## config.mk

```make
export PLATFORM = sky130hd
export DESIGN_NAME = spi_flash_rd_seq
export DESIGN_NICKNAME = d
export VERILOG_FILES = /design/src/rtl/spi_flash_pkg.sv /design/src/rtl/spi_flash_rd_seq.sv
export SDC_FILE = /design/constraint.sdc
export NUM_CORES = 1
export LEC_CHECK = 0
export CAP_MARGIN = 40
export CORE_MARGIN = 1.5
export CORE_UTILIZATION = 55
export DETAILED_ROUTE_END_ITERATION = 7
export DONT_BUFFER_PORTS = 1
export PLACE_DENSITY = 0.7
export SKIP_CTS_REPAIR_TIMING = 1
export SLEW_MARGIN = 0
export SYNTH_ARGS = -nofsm -noshare
export SYNTH_HDL_FRONTEND = slang
export SYNTH_SLANG_ARGS = --single-unit
```

## constraint.sdc

```tcl
create_clock -name clk_in -period 2.7 [get_ports clk_in]
set_input_delay 0.135 -clock clk_in [delete_from_list [all_inputs] [get_ports clk_in]]
set_output_delay 0.135 -clock clk_in [all_outputs]
set_load 0.01 [all_outputs]
```

## src/rtl/spi_flash_pkg.sv

```systemverilog
// rtl/spi_flash_pkg.sv - shared constants and state encoding for the serial flash read path
package spi_flash_pkg;

    localparam logic [7:0] CMD_READ = 8'h03;
    localparam int         CMD_BITS = 32;
    localparam int         BYTE_W   = 8;

    typedef enum logic [1:0] {
        IDLE  = 2'd0,
        SETUP = 2'd1,
        XFER  = 2'd2,
        HOLD  = 2'd3
    } state_t;

endpackage

```

## src/rtl/spi_flash_rd_seq.sv

```systemverilog
// rtl/spi_flash_rd_seq.sv - read-transaction sequencer driving the flash SPI clock generator
module spi_flash_rd_seq #(
    parameter int         LEN_W    = 8,
    parameter logic [7:0] CMD_READ = 8'h03,
    parameter int         CS_IDLE  = 2
) (
    input  logic             clk_in,
    input  logic             rst,
    input  logic             req,
    input  logic [23:0]      req_addr,
    input  logic [LEN_W-1:0] req_len,
    input  logic             abort,
    output logic             busy,
    output logic             done,
    output logic             aborted,
    output logic [7:0]       rd_data,
    output logic             rd_valid,
    output logic             clg_go,
    output logic             clg_enable,
    output logic             clg_last_clk,
    input  logic             clg_pos_edge,
    input  logic             clg_neg_edge,
    output logic             ss_n,
    output logic             mosi,
    input  logic             miso
);
    import spi_flash_pkg::*;

    localparam int CNT_W  = LEN_W + 4;
    localparam int HOLD_W = (CS_IDLE > 1) ? $clog2(CS_IDLE) : 1;

    state_t              state_q;
    state_t              state_d;
    logic [31:0]         tx_q;
    logic [BYTE_W-1:0]   rx_q;
    logic [CNT_W-1:0]    bit_cnt_q;
    logic [CNT_W-1:0]    total_q;
    logic [HOLD_W-1:0]   hold_cnt_q;
    logic                last_q;
    logic                abt_q;
    logic                done_q;
    logic                aborted_q;
    logic [BYTE_W-1:0]   rd_data_q;
    logic                rd_valid_q;
    logic                mosi_q;

    logic                accept;
    logic                read_phase;
    logic                byte_end;
    logic                final_rise;
    logic                hold_end;
    logic [BYTE_W-1:0]   rx_next;

    // A done pulse blocks acceptance so the earliest restart is the cycle after done
    assign accept     = (state_q == IDLE) && req && !done_q;
    assign read_phase = bit_cnt_q >= CNT_W'(CMD_BITS);
    // Read phase starts on a byte boundary, so the low bits index the bit within the byte
    assign byte_end   = read_phase && (bit_cnt_q[2:0] == 3'd7);
    assign final_rise = clg_pos_edge && ((bit_cnt_q + CNT_W'(1)) == total_q);
    assign hold_end   = hold_cnt_q == HOLD_W'(CS_IDLE - 1);
    assign rx_next    = {rx_q[BYTE_W-2:0], miso};

    // State register
    always_ff @(posedge clk_in or posedge rst) begin
        if (rst) begin
            state_q <= IDLE;
        end else begin
            state_q <= state_d;
        end
    end

    // Next-state logic; abort from any active state forces the chip-select hold
    always_comb begin
        state_d = state_q;
        case (state_q)
            IDLE:    if (accept) state_d = SETUP;
            SETUP:   state_d = abort ? HOLD : XFER;
            XFER:    if (abort || (clg_neg_edge && last_q)) state_d = HOLD;
            HOLD:    if (!abort && hold_end) state_d = IDLE;
            default: state_d = IDLE;
        endcase
    end

    // State-decoded outputs; ss_n follows the async-reset state register
    always_comb begin
        busy         = state_q != IDLE;
        ss_n         = !((state_q == SETUP) || (state_q == XFER));
        clg_go       = state_q == SETUP;
        clg_enable   = state_q == XFER;
        clg_last_clk = (state_q == XFER) && last_q;
    end

    // Shift registers, bit counting, byte delivery and completion reporting
    always_ff @(posedge clk_in or posedge rst) begin
        if (rst) begin
            tx_q       <= '0;
            rx_q       <= '0;
            bit_cnt_q  <= '0;
            total_q    <= '0;
            hold_cnt_q <= '0;
            last_q     <= 1'b0;
            abt_q      <= 1'b0;
            done_q     <= 1'b0;
            aborted_q  <= 1'b0;
            rd_data_q  <= '0;
            rd_valid_q <= 1'b0;
            mosi_q     <= 1'b0;
        end else begin
            rd_valid_q <= 1'b0;
            done_q     <= 1'b0;
            aborted_q  <= 1'b0;
            case (state_q)
                IDLE: begin
                    if (accept) begin
                        tx_q       <= {CMD_READ, req_addr};
                        mosi_q     <= CMD_READ[7];
                        total_q    <= CNT_W'(CMD_BITS) + ((CNT_W'(req_len) + CNT_W'(1)) << 3);
                        bit_cnt_q  <= '0;
                        rx_q       <= '0;
                        last_q     <= 1'b0;
                        abt_q      <= 1'b0;
                        hold_cnt_q <= '0;
                    end
                end
                XFER: begin
                    if (clg_pos_edge) begin
                        bit_cnt_q <= bit_cnt_q + CNT_W'(1);
                        if (read_phase) rx_q <= rx_next;
                        if (byte_end) begin
                            rd_data_q  <= rx_next;
                            rd_valid_q <= 1'b1;
                        end
                        if (final_rise) last_q <= 1'b1;
                    end
                    if (clg_neg_edge) begin
                        if (!read_phase) begin
                            tx_q   <= {tx_q[30:0], 1'b0};
                            mosi_q <= tx_q[30];
                        end else begin
                            mosi_q <= 1'b0;
                        end
                    end
                end
                HOLD: begin
                    hold_cnt_q <= hold_cnt_q + HOLD_W'(1);
                    mosi_q     <= 1'b0;
                    last_q     <= 1'b0;
                    if (state_d == IDLE) begin
                        done_q    <= 1'b1;
                        aborted_q <= abt_q;
                    end
                end
                default: ;
            endcase
            // Abort restarts the chip-select hold and marks the outcome
            if (abort && (state_q != IDLE)) begin
                abt_q      <= 1'b1;
                hold_cnt_q <= '0;
            end
        end
    end

    assign done     = done_q;
    assign aborted  = aborted_q;
    assign rd_data  = rd_data_q;
    assign rd_valid = rd_valid_q;
    assign mosi     = mosi_q;

endmodule

```

Word level (Yosys, flattened, before mapping)
Index checks and enable logic that the tools add are counted.
{ "word_totals": {"regBits": 79, "input_bits": 39} }
{ "classes": {"magnitude_cmp": 1, "eq_ne": 12, "add_sub_neg": 4, "reduce_logical": 30, "muxes": 34} }
{ "ops": {"columns": ["cell", "n"], "rows": [
  ["two-way mux 31 bit", 3],
  ["case mux 31 bit (2 select lines)", 1],
  ["two-way mux 12 bit", 2],
  ["case mux 12 bit (2 select lines)", 1],
  ["two-way mux 7 bit", 3],
  ["two-way mux 1 bit", 16],
  ["case mux 7 bit (2 select lines)", 1],
  ["adder 12 x 1 -> 12 bit, second input constant", 1],
  ["adder 6 x 12 -> 12 bit, first input constant", 1],
  ["== test 12 bit", 1],
  ["greater-or-equal comparator 12 x 6 -> 1 bit, second input constant", 1],
  ["AND reduction 4 bit", 3],
  ["adder 8 x 1 -> 9 bit, second input constant", 1],
  ["AND reduction 3 bit", 3],
  ["logical AND 1 bit", 8],
  ["inequality test 2 x 1 -> 1 bit, second input constant", 4],
  ["case mux 2 bit (4 select lines)", 1],
  ["nonzero test 2 bit", 4],
  ["two-way mux 2 bit", 3],
  ["case mux 1 bit (3 select lines)", 2],
  ["AND reduction 2 bit", 3],
  ["nonzero test 3 bit", 2],
  ["== test 2 bit, second input constant", 2],
  ["logical NOT 2 bit", 2],
  ["8 further kinds", 12]
]} }

Depth between registers and ports, before layout
Gate-level depths: netlist of run 1.
{ "logic_depth": {"word_depth": 8, "ltp_mapped": 11, "mapped_depth_nobuf": 8} }

Least setup slack after synthesis of run 1
OpenSTA, ideal clock, no wires.
{ "synth_timing": {"kind": "register to register", "startpoint": "reg state_q[0]", "endpoint": "reg bit_cnt_q[10]", "path_stages_with_launch": 11, "arrival_ns": 1.911, "required_time_ns": 2.564, "setup_time_ns": 0.136, "slack_ns": 0.653, "period_less_slack_ns": 2.047, "path_cell_list": "dfrtp_1 inv_1 ha_1 clkbuf_1 and3b_1 clkbuf_1 o21ai_0 buf_2 nor2_1 o21ai_0 o41ai_1"} }
{ "synth_between": {"elab_chain_cells": 5, "elab_cells_between_ends": 9} }
{ "synth_lines": {"columns": ["item", "line", "rtl"], "rows": [
  ["from (decl)", "spi_flash_rd_seq.sv:32", "state_t state_q;"],
  ["from (signal assigned)", "spi_flash_rd_seq.sv:68", "state_q <= state_d;"],
  ["logical NOT 2 bit", "spi_flash_rd_seq.sv:55, spi_flash_rd_seq.sv:112", null],
  ["logical AND 1 bit (2 in a row)", "spi_flash_rd_seq.sv:55", "assign accept = (state_q == IDLE) && req && !done_q;"],
  ["inequality test 2 bit (no source line)", null, null],
  ["AND reduction 3 bit (no source line)", null, null],
  ["to (signal assigned)", "spi_flash_rd_seq.sv:127", "bit_cnt_q <= bit_cnt_q + CNT_W'(1);"],
  ["to (decl)", "spi_flash_rd_seq.sv:36", "logic [CNT_W-1:0] bit_cnt_q;"]
]} }
Parallel ways exist; a longest one is shown, timed or not.
A chain may end at the register's enable or synchronous reset.

Final worst setup path of run 1
{ "layout_timing": {"startpoint": "reg state_q[1]", "endpoint": "reg rx_q[4]"} }
{ "layout_between": {"elab_chain_cells": 5, "elab_cells_between_ends": 10} }
{ "layout_lines": {"columns": ["item", "line", "rtl"], "rows": [
  ["logical NOT 2 bit", "spi_flash_rd_seq.sv:55, spi_flash_rd_seq.sv:112", null],
  ["logical AND 1 bit (2 in a row)", "spi_flash_rd_seq.sv:55", null],
  ["inequality test 2 bit (no source line)", null, null],
  ["AND reduction 4 bit (no source line)", null, null],
  ["to (signal assigned)", "spi_flash_rd_seq.sv:128", "if (read_phase) rx_q <= rx_next;"],
  ["to (decl)", "spi_flash_rd_seq.sv:35", "logic [BYTE_W-1:0] rx_q;"]
]} }
Parallel ways exist; a longest one is shown, timed or not.

==> results by group, run 1 <==
Flow run
  – Max Cap Viol: 0

Synth
  – Net Count, Synth: 450
  – Top-count cell post-synth: dfrtp_1
  – Synth Cell Area: 0.00402 mm^2
  – Post-synth top area share: 47.3%
  – Yosys warns: 0
  – Ranking of synthesized cells by area: dfrtp_1 (47%), mux2i_1 (5.7%), o21ai_0 (3.9%), nor2_1 (3.6%), a21oi_1 (3.4%)
  – Post-synth EDFFs: 0
  – Post-synth ARST share: 100%
  – Seq/Total Area, Yosys: 47.3%
  – Synth Area per Inst: 10.0 um^2
  – Yosys top cell by area: dfrtp_1
  – Syn Inst Count: 401
  – Yosys reg bits: 76
  – Top post-synthesis cells by count: dfrtp_1 (76), nor2_1 (38), o21ai_0 (31)
  – Cell variety after synth: 53
  – Ys flop type: dfrtp_1

Routing
  – Iteration-0 DRC Markers: 230
  – Vias/cell: 5.78
  – DR top layer: met4
  – Total number of vias: 2949
  – Met2 Wirelength: 3670 um
  – Routed WL per cell: 15.7 um
  – Antenna viol nets, final: 0
  – DR DRC count: 0
  – Met1 WL: 3750 um
  – Drt pass-1 iters: 5
  – Routed wire length: 8030 um
  – DR WL met3: 491 um

Setup path
  – CP required: 2.98 ns
  – FF-to-FF setup slack: 0.35 ns
  – Peak fanout along the critical path: 11
  – Worst EP arrival: 2.63 ns
  – Worst Setup End Kind: flop
  – CP Launch Type: flop
  – Critical path class: flop to flop

Clocking
  – Clock sink total: 76
  – CTS Buf Count: 9
  – H-tree depth reported by CTS: 3
  – CTS root buf: clkbuf_8
  – TritonCTS clock tree: yes
  – Worst-path clk slew: 0.09 ns
  – CTS Buffer Depth: 2
  – Clock latency on the worst-skew pair: 0.35 ns

GRT
  – Congestion Overflow GR: 0
  – Vias in the first global route: 2754
  – Global Route Usage Sum: 22.2%
  – Initial antenna violation count: 0
  – First-pass GRT wire length: 13500 um
  – Largest net degree at the start of global routing: 54

Power
  – Seq pwr share: 40.6%
  – Internal power: 2.49 mW
  – P_leak: 1.89 nW
  – PwrDens: 924 mW/mm^2
  – VDD IR max: 700 uV
  – Clock network fraction of design power: 22.0%
  – Combinational Power Share: 37.5%
  – NetSw: 1.59 mW
  – Sw frac: 39.0%
  – Total Power: 4.08 mW

STA
  – Final Max Slew Viols: 0
  – RSZ-0062 raised after global routing: false
  – Worst slew margin: 53.3%
  – Final Skew: 0.00878 ns
  – Worst Tran Pin Value: 0.697 ns
  – FMAX: 426 MHz
  – Setup total negative slack: 0 ns
  – Final hold slack: -0.00763 ns
  – Final Hold Vio Count: 6
  – Final Cycle Share: 86.9%
  – Final setup viols: 0
  – Setup WS post-layout: 0.353 ns
  – Final min period: 2.35 ns

Outcome
  – Status: finished with violations
  – Failing checks: negative hold slack

Finish
  – Core Util, Final: 63.7%
  – Nets: 458
  – Area growth syn-to-layout: 10.0%
  – Antenna Cells: 0
  – Fill cells: 574
  – Proportion of layout cells with a drive suffix above 1: 11.1%

Floorplan
  – Die height: 88.5 um
  – Core Area: 0.00694 mm^2
  – Full die area: 0.00783 mm^2
  – Row count: 30
  – Initial Util: 57.9%
  – Die Wd: 88.5 um
  – I/O pin cnt: 56

Placement
  – Post-DP HPWL: 5750 um
  – Pre-CTS WS: 0.388 ns
  – Port Buffers: 0
  – Placer Congestion: 0.890

Min path
  – Worst hold path type: input pin to flop
-- cells in the final DEF (no fill, tap or decap), types with 4 or more instances in the layout --
| cell | n |
|---|---|
| a21oi_1 | 27 |
| a22o_1 | 11 |
| a31o_2 | 4 |
| a31oi_1 | 4 |
| and3_1 | 4 |
| buf_4 | 7 |
| clkbuf_8 | 9 |
| dfrtp_1 | 76 |
| dlygate4sd3_1 | 12 |
| ha_1 | 9 |
| inv_1 | 15 |
| mux2_2 | 8 |
| mux2i_1 | 23 |
| nand2_1 | 28 |
| nand2b_1 | 6 |
| nand3_1 | 7 |
| nand4_1 | 6 |
| nor2_1 | 38 |
| nor2b_1 | 10 |
| nor3_1 | 4 |
| o21ai_0 | 31 |
| o31ai_1 | 7 |
| o41ai_1 | 5 |
| xnor2_1 | 10 |
| xor2_1 | 6 |
-- worst max-delay path: stages (launching register included) --
cell      delay, ns
dfrtp_1        0.41
inv_1          0.12
ha_1           0.29
inv_1          0.19
a21oi_1        0.45
a21o_1         0.34
nand2b_1       0.30
a22o_1         0.19
-- power groups by stage --
stage | Clock [mW] | Sequential [mW] | Combinational (mW)
2_1_floorplan | 0 | 1.61 | 1.30
6_report | 0.897 | 1.66 | 1.53
5_1_grt | 0.965 | 1.69 | 1.72
4_1_cts | 0.926 | 1.65 | 1.52
3_5_place_dp | 0 | 1.67 | 1.52
3_3_place_gp | 0 | 1.66 | 1.46
-- through the flow --
| stage | cell area (um^2) | cells | hold WS [ns] |
|---|---|---|---|
| after CTS | 4300 | 498 | -0.315 |
| final | 4420 | 510 | -0.00763 |
| after floorplan | 4020 | 401 | 0.247 |
| after global routing | 4420 | 510 | 0.00158 |
| after detailed placement | 4090 | 482 | 0.0755 |
| after global placement | 4090 | 482 | 0.0618 |
-- sequential cells by signal, summed over array words and instances (netlist names) --
name,cells
tx_q,31
bit_cnt_q,12
total_q,9
rd_data,8
rx_q,7
state_q,2
aborted,1
abt_q,1
done,1
hold_cnt_q,1
last_q,1
mosi,1
rd_valid,1
-- per-layer routing --
| metal | vias up | track usage [%] |
|---|---|---|
| met2 | 79 | 32.3 |
| met4 | 0 | 7.67 |
| met5 | - | 0 |
| met1 | 1406 | 32.3 |
| li1 | 1450 | - |
| met3 | 14 | 5.69 |
-- path summary, 6_finish.rpt --
check / startpoint / end / cells after the start
worst max-delay path: state_q[1]$_DFF_PP0_ / rx_q[4]$_DFFE_PP0P_ / 7
worst min-delay path: req_addr[20] / tx_q[20]$_DFFE_PP0P_ / 2
worst max register to register: state_q[1]$_DFF_PP0_ / rx_q[4]$_DFFE_PP0P_ / 7
worst min register to register: total_q[4]$_DFFE_PP0P_ / total_q[4]$_DFFE_PP0P_ / 2
max in group asynchronous: rst / tx_q[24]$_DFFE_PP0P_ / 3
min in group asynchronous: rst / rd_data[1]$_DFFE_PP0P_ / 2
-- kinds of logic (layout without fill, tap and decap cells) --
| group | after synthesis | after routing | synth area share [%] |
|---|---|---|---|
| AND/OR/NAND/NOR | 122 | 122 | 15.9 |
| AO/OA/AOI/OAI | 105 | 105 | 16.9 |
| flip-flops | 76 | 76 | 47.3 |
| buffers and inverters | 39 | 52 | 4.48 |
| multiplexers | 31 | 31 | 7.97 |
| XOR/XNOR | 17 | 17 | 4.08 |
| adder cells (fa/ha/maj) | 11 | 11 | 3.36 |
-- area by class of cell --
type / count / area [um^2] / area share, %
Multi-Input combinational cell: 286 / 1940 / 43.8
Sequential cell: 76 / 1900 / 43.0
Timing Repair Buffer: 20 / 193 / 4.36
Clock buffer: 9 / 124 / 2.80
Tap cell: 96 / 120 / 2.72
Clock inverter: 7 / 83.8 / 1.90
Inverter: 16 / 60.1 / 1.36
No activity file was read; power rests on OpenSTA's default activity.
==> run 2, diff against run 1 <==
--- a/constraint.sdc
+++ b/constraint.sdc
@@ -3,2 +3,2 @@
 set_output_delay 0.135 -clock clk_in [all_outputs]
-set_load 0.01 [all_outputs]
+set_load 0.005 [all_outputs]
==> run 2 against run 1 <==
The flow still finishes with violations (negative hold slack). Total power is 2.2% lower. Non-clock buffer count increased by 5. Final cell count grew 0.98%. Fmax is 0.84% higher. Worst setup slack better by 0.020 ns. Flip-flop and latch count is the same. Count of clock-buffer cells in the layout stayed put. Sequential share of layout area decreased by 0.21 points. Global-route usage hardly changed. First-iteration DRC count is 37% lower. Critical path type unchanged.
==> results by group, run 2 (same netlist as run 1, synthesis figures left out) <==
Outcome
  – Status: finished with violations
  – Failing checks: negative hold slack

Finish
  – Commonest non-fill, non-tap cell in the layout: dfrtp_1
  – Nets: 463 (+1.1%)
  – Reg area: 0.00190 mm^2 (unchanged)
  – Largest Register: tx_q
  – Proportion of layout cells with a drive suffix above 1: 11.2% (+0.11 points)
  – Max FFs per register: 31 (unchanged)
  – Most frequent cells in the layout: dfrtp_1 (76), nor2_1 (38), o21ai_0 (31), nand2_1 (28), a21oi_1 (27)
  – Biggest regs: tx_q: 31 flops, bit_cnt_q: 12 flops, total_q: 9 flops
  – Area occupied by multi-input gates: 0.00194 mm^2 (unchanged)
  – Antenna Cells: 0 (unchanged)
  – Fill cells: 580 (+1.0%)
  – Core Util, Final: 64.0% (+0.31 points)
  – Area growth syn-to-layout: 10.6%

Floorplan
  – I/O pin cnt: 56 (unchanged)
  – Die Wd: 88.5 um (unchanged)
  – Initial Util: 57.9% (unchanged)
  – Row count: 30 (unchanged)
  – Full die area: 0.00783 mm^2 (unchanged)
  – Core Area: 0.00694 mm^2 (unchanged)
  – Die height: 88.5 um (unchanged)

Setup path
  – Worst EP arrival: 2.61 ns (-0.02 ns)
  – Critical path class: flop to flop
  – CP peak stage delay: 0.44 ns (about the same)
  – CP Launch Type: flop
  – R2r startpoint: state_q[1]$_DFF_PP0_
  – Peak fanout along the critical path: 11 (unchanged)
  – FF-to-FF setup slack: 0.37 ns (+0.02 ns)
  – Critical Path Slowest Stage Cell: a21oi_1
  – Critical path's top delay family: compound AO/OA/AOI/OAI gates
  – CP required: 2.99 ns (about the same)
  – Worst path bufs/invs: 2 (unchanged)
  – Worst Setup End Kind: flop
  – CP most frequent cell: inv_1
  – R2r endpoint: rx_q[0]$_DFFE_PP0P_
  – Cells along the critical path: inv_1 -> ha_1 -> inv_1 -> a21oi_1 -> a21o_1 -> nand2b_1 -> a22o_1
  – Reg2reg path depth: 7 (unchanged)

GRT
  – First-pass GRT wire length: 13200 um (-1.5%)
  – Initial antenna violation count: 0 (unchanged)
  – Grt met2 use: 33.2% (+0.97 points)
  – Met1 Use GR: 31.5% (-0.80 points)
  – Largest net degree at the start of global routing: 34 (-37%)
  – Global Route Usage Sum: 22.1% (about the same)
  – Most Crowded Layer GR: met2
  – Met3 usage: 6.62% (+0.93 points)
  – Vias in the first global route: 2728 (-0.94%)
  – Congestion Overflow GR: 0 (unchanged)

Clocking
  – TritonCTS clock tree: yes
  – CTS Buffer Depth: 2 (unchanged)
  – Clock latency on the worst-skew pair: 0.35 ns (about the same)
  – CTS Buf Count: 9 (unchanged)
  – CTS root buf: clkbuf_8
  – H-tree depth reported by CTS: 3 (unchanged)
  – Clock sink total: 76 (unchanged)
  – Worst-path clk slew: 0.09 ns (about the same)

Min path
  – Worst hold path type: input pin to flop
  – Hold path start: req_len[5]
  – Hold depth: 2 (unchanged)
  – WHS Endpoint: total_q[8]$_DFFE_PP0P_

Routing
  – DR DRC count: 0 (unchanged)
  – Vias/cell: 5.74 (-0.80%)
  – Antenna viol nets, final: 0 (unchanged)
  – Total number of vias: 2954 (+0.17%)
  – Routed WL per cell: 16.0 um (+1.9%)
  – Iteration-0 DRC Markers: 145 (-37%)
  – Routed wire length: 8260 um (+2.9%)
  – Drt pass-1 iters: 5 (unchanged)

Placement
  – Port Buffers: 0 (unchanged)
  – Post-DP HPWL: 5720 um (-0.51%)
  – Pre-CTS WS: 0.438 ns (+0.0502 ns)
  – Placer Congestion: 0.885 (-0.65%)

Power
  – Sw frac: 40.0% (+1.1 points)
  – Internal power: 2.40 mW (-3.8%)
  – Combinational Power Share: 37.7% (+0.2 points)
  – P_leak: 1.90 nW (+0.58%)
  – PwrDens: 900 mW/mm^2 (-2.6%)
  – VDD IR max: 629 uV (-10%)
  – Total Power: 4.00 mW (-2.2%)
  – Seq pwr share: 41.3% (+0.7 points)
  – Clock network fraction of design power: 21.0% (-1.0 points)
  – NetSw: 1.60 mW (+0.49%)

STA
  – Final Cycle Share: 86.2% (-0.72 points)
  – Final hold slack: -0.0139 ns (-0.00631 ns)
  – Worst slew margin: 52.9% (-0.48 points)
  – Final Hold Vio Count: 8 (+2)
  – Setup total negative slack: 0 ns (unchanged)
  – Worst Tran Pin Value: 0.704 ns (+0.00713 ns)
  – Final min period: 2.33 ns (-0.0196 ns)
  – FMAX: 430 MHz (+0.84%)
  – Final setup viols: 0 (unchanged)
  – Final Max Slew Viols: 0 (unchanged)
  – Setup WS post-layout: 0.372 ns (+0.0196 ns)
  – Final Skew: 0.0120 ns (+0.00323 ns)
  – RSZ-0062 raised after global routing: false

Flow run
  – Max Cap Viol: 0 (unchanged)
run 2: final cells by class:
cell class / instances / area share, %
inverter: 16 / 1.35
clock buffer: 9 / 2.79
sequential: 76 / 42.8
clock inverter: 7 / 1.58
tap: 96 / 2.70
timing repair buffer: 25 / 5.13
multi-input combinational: 286 / 43.6
run 2: worst max path at each step:
stage / from / endpoint / slack [ns] / depth (start not counted)
after global routing: state_q[1]$_DFF_PP0_ / rx_q[0]$_DFFE_PP0P_ / 0.16 / 7
after global placement: bit_cnt_q[8]$_DFFE_PP0P_ / tx_q[15]$_DFFE_PP0P_ / 0.48 / 6
after detailed placement: state_q[0]$_DFF_PP0_ / rx_q[0]$_DFFE_PP0P_ / 0.44 / 7
after floorplan: rst / aborted$_DFF_PP0_ / 0.63 / 1
after CTS: state_q[1]$_DFF_PP0_ / rx_q[0]$_DFFE_PP0P_ / 0.39 / 7
final: state_q[1]$_DFF_PP0_ / rx_q[0]$_DFFE_PP0P_ / 0.37 / 7
run 2: power groups by stage:
stage / clock network (mW) / logic (mW) / registers [mW]
after global routing: 0.900 / 1.70 / 1.69
after floorplan: 0 / 1.28 / 1.61
after detailed placement: 0 / 1.48 / 1.67
after global placement: 0 / 1.43 / 1.66
after CTS: 0.858 / 1.49 / 1.65
final: 0.840 / 1.51 / 1.65
run 2: per-layer routing:
| metal | share of wire (%) | wire length (um) |
|---|---|---|
| met5 | 0 | 0 |
| met4 | 0.88 | 73 |
| met3 | 5.7 | 471 |
| met2 | 46 | 3830 |
| met1 | 47 | 3890 |
run 2: metrics by stage:
stage | instances | cell area (um^2)
final | 515 | 4440
after global routing | 515 | 4440
after CTS | 499 | 4280
after detailed placement | 483 | 4090
after global placement | 483 | 4090
after floorplan | 401 | 4020
